File: config.mk
export PLATFORM = sky130hd
export DESIGN_NAME = ram_dp_sync
export DESIGN_NICKNAME = d
export VERILOG_FILES = /design/src/rtl/ram_dp_sync_pkg.sv /design/src/rtl/ram_clear_seq.sv /design/src/rtl/ram_dp_sync.sv
export SDC_FILE = /design/constraint.sdc
export NUM_CORES = 1
export LEC_CHECK = 0
export CAP_MARGIN = 20
export CORE_UTILIZATION = 25
export CTS_BUF_LIST = sky130_fd_sc_hd__clkbuf_4
export CTS_CLUSTER_SIZE = 30
export DETAILED_ROUTE_END_ITERATION = 6
export GPL_ROUTABILITY_DRIVEN = 1
export HOLD_SLACK_MARGIN = 0.08
export PLACE_DENSITY_LB_ADDON = 0.1
export SETUP_SLACK_MARGIN = 0.02
export SLEW_MARGIN = 20
export SYNTH_ARGS = -nofsm -noshare
export SYNTH_HDL_FRONTEND = slang
export SYNTH_HIERARCHICAL = 1
export SYNTH_SLANG_ARGS = --single-unit
File: constraint.sdc
create_clock -name clk -period 3.31 [get_ports clk]
set_input_delay 0.993 -clock clk [delete_from_list [all_inputs] [get_ports clk]]
set_output_delay 0.993 -clock clk [all_outputs]
set_load 0.01 [all_outputs]
File: src/rtl/ram_dp_sync_pkg.sv
// rtl/ram_dp_sync_pkg.sv - shared constants, state encoding and helpers for ram_dp_sync
package ram_dp_sync_pkg;

    localparam int WORDSIZE = 8;

    typedef enum logic {
        RAM_ST_INIT = 1'b0,
        RAM_ST_RUN  = 1'b1
    } ram_state_t;

    // True when a (zero-extended) address falls inside an array of the given depth.
    function automatic logic addr_ok(input int addr, input int depth);
        return (addr >= 0) && (addr < depth);
    endfunction

endpackage

File: src/rtl/ram_clear_seq.sv
// rtl/ram_clear_seq.sv - INIT/RUN engine that zero-fills the array after reset or on request
module ram_clear_seq
    import ram_dp_sync_pkg::*;
#(
    parameter int DEPTH  = 64,
    parameter int ADDR_W = $clog2(DEPTH)
) (
    input  logic              clk,
    input  logic              clr_n,
    input  logic              clear_req,
    output logic              init_busy,
    output logic              zero_we,
    output logic [ADDR_W-1:0] zero_addr
);

    localparam logic [ADDR_W-1:0] LAST_ADDR = ADDR_W'(DEPTH - 1);

    ram_state_t        state;
    ram_state_t        state_nxt;
    logic [ADDR_W-1:0] ptr;
    logic [ADDR_W-1:0] ptr_nxt;

    always_ff @(posedge clk or negedge clr_n) begin
        if (!clr_n) begin
            state <= RAM_ST_INIT;
            ptr   <= '0;
        end else begin
            state <= state_nxt;
            ptr   <= ptr_nxt;
        end
    end

    always_comb begin
        state_nxt = state;
        ptr_nxt   = ptr;
        case (state)
            RAM_ST_INIT: begin
                // The last word is written on this edge; the pointer parks at 0 for the next clear.
                if (ptr == LAST_ADDR) begin
                    state_nxt = RAM_ST_RUN;
                    ptr_nxt   = '0;
                end else begin
                    ptr_nxt = ptr + 1'b1;
                end
            end
            RAM_ST_RUN: begin
                if (clear_req) begin
                    state_nxt = RAM_ST_INIT;
                    ptr_nxt   = '0;
                end
            end
            default: begin
                state_nxt = RAM_ST_INIT;
                ptr_nxt   = '0;
            end
        endcase
    end

    assign init_busy = (state == RAM_ST_INIT);
    assign zero_we   = (state == RAM_ST_INIT);
    assign zero_addr = ptr;

endmodule

File: src/rtl/ram_dp_sync.sv
// rtl/ram_dp_sync.sv - parametrised write-port/read-port RAM with write-first bypass and clear engine
module ram_dp_sync
    import ram_dp_sync_pkg::*;
#(
    parameter int WIDTH  = WORDSIZE,
    parameter int DEPTH  = 64,
    parameter int ADDR_W = $clog2(DEPTH)
) (
    input  logic              clk,
    input  logic              clr_n,
    input  logic              write_en,
    input  logic [ADDR_W-1:0] wr_addr,
    input  logic [WIDTH-1:0]  data_in,
    input  logic              rd_en,
    input  logic [ADDR_W-1:0] rd_addr,
    output logic [WIDTH-1:0]  data_out,
    output logic              rd_valid,
    input  logic              clear_req,
    output logic              init_busy
);

    logic [WIDTH-1:0]  mem [0:DEPTH-1];

    logic              zero_we;
    logic [ADDR_W-1:0] zero_addr;

    logic              run;
    logic              wr_ok;
    logic              rd_ok;
    logic              user_we;
    logic              rd_fire;
    logic              bypass;

    logic              mem_we;
    logic [ADDR_W-1:0] mem_wa;
    logic [WIDTH-1:0]  mem_wd;

    ram_clear_seq #(
        .DEPTH  (DEPTH),
        .ADDR_W (ADDR_W)
    ) u_clear_seq (
        .clk       (clk),
        .clr_n     (clr_n),
        .clear_req (clear_req),
        .init_busy (init_busy),
        .zero_we   (zero_we),
        .zero_addr (zero_addr)
    );

    // A clear request sampled in RUN pre-empts any user access on the same edge.
    assign run     = !init_busy;
    assign wr_ok   = addr_ok(32'(wr_addr), DEPTH);
    assign rd_ok   = addr_ok(32'(rd_addr), DEPTH);
    assign user_we = run && !clear_req && write_en && wr_ok;
    assign rd_fire = run && !clear_req && rd_en;
    assign bypass  = user_we && (wr_addr == rd_addr);

    always_comb begin
        mem_we = 1'b0;
        mem_wa = '0;
        mem_wd = '0;
        if (zero_we) begin
            mem_we = 1'b1;
            mem_wa = zero_addr;
        end else if (user_we) begin
            mem_we = 1'b1;
            mem_wa = wr_addr;
            mem_wd = data_in;
        end
    end

    always_ff @(posedge clk) begin
        if (mem_we) begin
            mem[mem_wa] <= mem_wd;
        end
    end

    always_ff @(posedge clk or negedge clr_n) begin
        if (!clr_n) begin
            data_out <= '0;
            rd_valid <= 1'b0;
        end else begin
            rd_valid <= rd_fire;
            if (rd_fire) begin
                if (!rd_ok) begin
                    data_out <= '0;
                end else if (bypass) begin
                    data_out <= data_in;
                end else begin
                    data_out <= mem[rd_addr];
                end
            end
        end
    end

endmodule

==> metrics list <==
* Share of cell area taken by muxes after synthesis: 15.3%
- CP max FO: 4
- The via count of the first global-routing pass was 12200.
- Input and output buffers added on the ports amount to 34.
- Worst Hold Path EP: u_clear_seq/state
- Total power for the finished layout comes to 0.0158 W.
- Routed Antenna Nets: 0
- Measured in cells, the most critical reg-to-reg path has a length of 9.
- Using the TritonRoute via totals, the vias-per-cell ratio works out to 4.45.
* Nets: 1367
* Pin count of the biggest net entering global routing: 65
* Commonest register cell after synthesis: sky130_fd_sc_hd__edfxtp_1
* Drt total wl: 61.0 mm
- Global routing used 14.8% of the available tracks.
- STA classifies the critical path startpoint as a flop.
- Startpoint of the lowest-slack register-to-register path: u_clear_seq/state
* Timing-limited maximum frequency: 0.327 GHz
- The top cell type by area accounts for 73.4% of the synthesized area.
* Layout overhead on the synthesized area: 23.3%
- The number of pins exceeding their max-slew limit in the final report came to 0.
- Fraction of layout instances using a drive strength above 1: 38.2%
* Later-pin clock latency in the skew report: 960 ps
- Power spread over the standard cell area amounts to 613 mW/mm^2.
- Largest voltage drop on the vdd net: 194 uV
- Synth warn: 6
* Hold Violations, Final: 0
- For this design, the CTS-stage hold fixing added 0 buffers.
- Residual overflow from global routing: 0
* Average wire per cell in the routed design: 24.3 um
- Each instance of the synthesized netlist takes up on average 20.2 um^2.
- Library cell used as clock root buffer: sky130_fd_sc_hd__clkbuf_4
* Slew at the pin closest to its max-slew limit: 996 ps
* Start point of the worst hold path: u_clear_seq/state
* Wire length of the first global-routing pass: 88.5 mm
* Top-Level Pins: 35
* Time the final worst path needs with I/O delays and setup: 3050 ps
- In this run the tightest slew margin relative to its limit is 33.2%.
- Setup slack on the worst reg-to-reg path comes out at 610 ps.
* Width of the die: 291 um
- Count of final setup violators: 0
* Clock tree sinks: 528
- List of most frequent post-synthesis cells: sky130_fd_sc_hd__edfxtp_1 (512), sky130_fd_sc_hd__mux4_2 (127), sky130_fd_sc_hd__nor2_1 (73)
* Core Box Area: 0.0825 mm^2
- Area of placed instances: 0.0240 mm^2
- TritonRoute pass-1 iters: 5
- In this run, distinct cell masters in the synthesized netlist total 55.
- Final Util: 31.3%
- For this configuration, the core starts out at a cell density of 25.4%.
- On the final layout, the worst clock skew is 65.0 ps.
* Post-synthesis compound-gate area fraction: 2.99%
* Category of the critical setup timing path: reg2out
- Via Count: 11200
- Worst-case clock buffer depth: 3
* Std cell rows: 105
* Share of async-settable or async-resettable flops after synthesis: 3.03%
- Net Count, Synth: 1062
- The finished cells cover 0.0258 mm^2.
* Static power due to leakage: 9.03 nW
- Worst Path Required: 2320 ps
* Adder-cell area share of the yosys netlist: 0.0597%
- For this run, the register share of the synthesized area comes to 75.3%.
- Post-synthesis share of cell area spent on xor and xnor gates: 0.335%
* Most used standard cell by instance count after synthesis: sky130_fd_sc_hd__edfxtp_1
* Simple-gate share of the synthesized area: 4.34%
- sky130_fd_sc_hd__edfxtp_1 takes more of the synthesized area than any other cell.
* Number of flops mapped to enable cells by yosys: 512
- The die covers 0.0849 mm^2.
* Ranking of synthesized cells by area: sky130_fd_sc_hd__edfxtp_1 (73%), sky130_fd_sc_hd__mux4_2 (14%), sky130_fd_sc_hd__dfrtp_1 (1.9%)
* Vert. Die Dim: 291 um
* Half-perimeter wire length after placement: 41.3 mm
- Deepest level of the CTS H-tree: 4
- Setup repair after global routing left no endpoint under its margin.
- For this block, the initial DRC count from the detailed router was 839.
- STA classifies the critical path endpoint as an output pin.
- Across the run, the number of max-cap violations was 0.
- After detailed routing, the number of remaining DRC violations is 0.
- Post-synthesis cell count: 1036
* Total standard cell area after synthesis: 0.0209 mm^2
- Fill cells in the final layout number 8100.
- Number of flip-flops and latches in the synthesized netlist: 528
* Outcome: finished clean
- The endpoint identified for the worst register-to-register timing path is data_out[3].
- Num CTS Buffers: 147
- Antenna violations before repair: 2
- Final worst-path cycle share: 92.3%
- Gpl congestion: 0.785
* Crit path DAT: 2060 ps
- Clock slew seen by the registers of the worst setup and hold paths: 60 ps
- The worst hold path belongs to the class reg2reg.
- Main combinational cell family by area after synthesis: multiplexers
* Hold path depth: 1
- Clock tree from TritonCTS: done
==> worst max-delay path by stage <==
stage / start / end / slack, ps / depth (start not counted)
after detailed placement: rd_addr[3] / data_out[1] / -500 / 7
after global placement: rd_addr[3] / data_out[1] / -490 / 7
after CTS: u_clear_seq/state / init_busy / 30 / 2
after floorplan: clear_req / mem[0][0] / 270 / 3
after global routing: u_clear_seq/state / init_busy / 100 / 2
final: u_clear_seq/state / init_busy / 260 / 2
==> final cells by class <==
class                      instances  area (um^2)  share of cell area, %
inverter                           9         33.8                  0.131
antenna                            4         10.0                 0.0388
multi-input combinational        449         4830                   18.7
clock inverter                    33          246                  0.954
clock buffer                     214         1610                   6.22
timing repair buffer             206         1980                   7.67
sequential                       528        15800                   61.1
tap                             1070         1340                   5.18
==> worst max-delay path, stage by stage, from the launching register on <==
cell and delay, ps:
sky130_fd_sc_hd__dfrtp_2 420, sky130_fd_sc_hd__inv_2 130, sky130_fd_sc_hd__clkdlybuf4s50_1 560
==> sequential cells by signal, indices dropped and copies added (netlist names) <==
name	cells
rd_valid	1
data_out	8
u_clear_seq/zero_addr	6
mem	512
u_clear_seq/state	1
==> cells by family after synthesis <==
logic type / count (synthesis)
adders and majority gates: 1
and+or+nand+nor: 196
DFF: 528
AOI/OAI and AO/OA: 83
buffers and inverters: 59
xor gates and xnor gates: 8
muxes: 161
==> power breakdown <==
part | leakage, nW | switching [W] | total [W] | internal (W)
clock | 1.10 | 0.00276 | 0.00595 | 0.00319
sequential | 5.24 | 0.000186 | 0.00784 | 0.00765
combinational | 2.68 | 0.00118 | 0.00204 | 0.000859
total | 9.03 | 0.00413 | 0.0158 | 0.0117
==> metrics by stage <==
stage / setup TNS [ps] / std cells / hold WS, ps / setup slack [ps]
floorplan: 0 / 1036 / 534 / 266
global placement: -54410 / 2261 / 562 / -487
detailed placement: -39020 / 2261 / 565 / -500
CTS: 0 / 2508 / 448 / 27.4
global route: 0 / 2512 / 467 / 95.3
finish: 0 / 2513 / 504 / 256
==> layout by cell type (no fill, tap or decap), drive strengths merged, types with 14 or more instances in the layout <==
| cell | count |
|---|---|
| mux4 | 127 |
| dfrtp | 16 |
| edfxtp | 512 |
| a22oi | 31 |
| inv | 14 |
| nand3 | 20 |
| clkbuf | 214 |
| nand2 | 64 |
| nor2 | 73 |
| buf | 175 |
| clkinv | 23 |
| clkdlybuf4s50 | 31 |
| mux2i | 32 |
==> per-layer routing <==
metal  vias up  routed length, um  global-route usage (%)
met5         -                  0                       0
met3       101               2900                    3.68
li1       4980                  -                       -
met4         0               1520                    5.89
met1      5814              28100                    19.9
met2       281              28500                    22.8
==> what timing repair did <==
action,4_1_cts,5_1_grt
gates resized for setup,2,0
endpoints found under the setup margin,1,1
setup buffers,0,1
(Power assumes the default switching activity.)
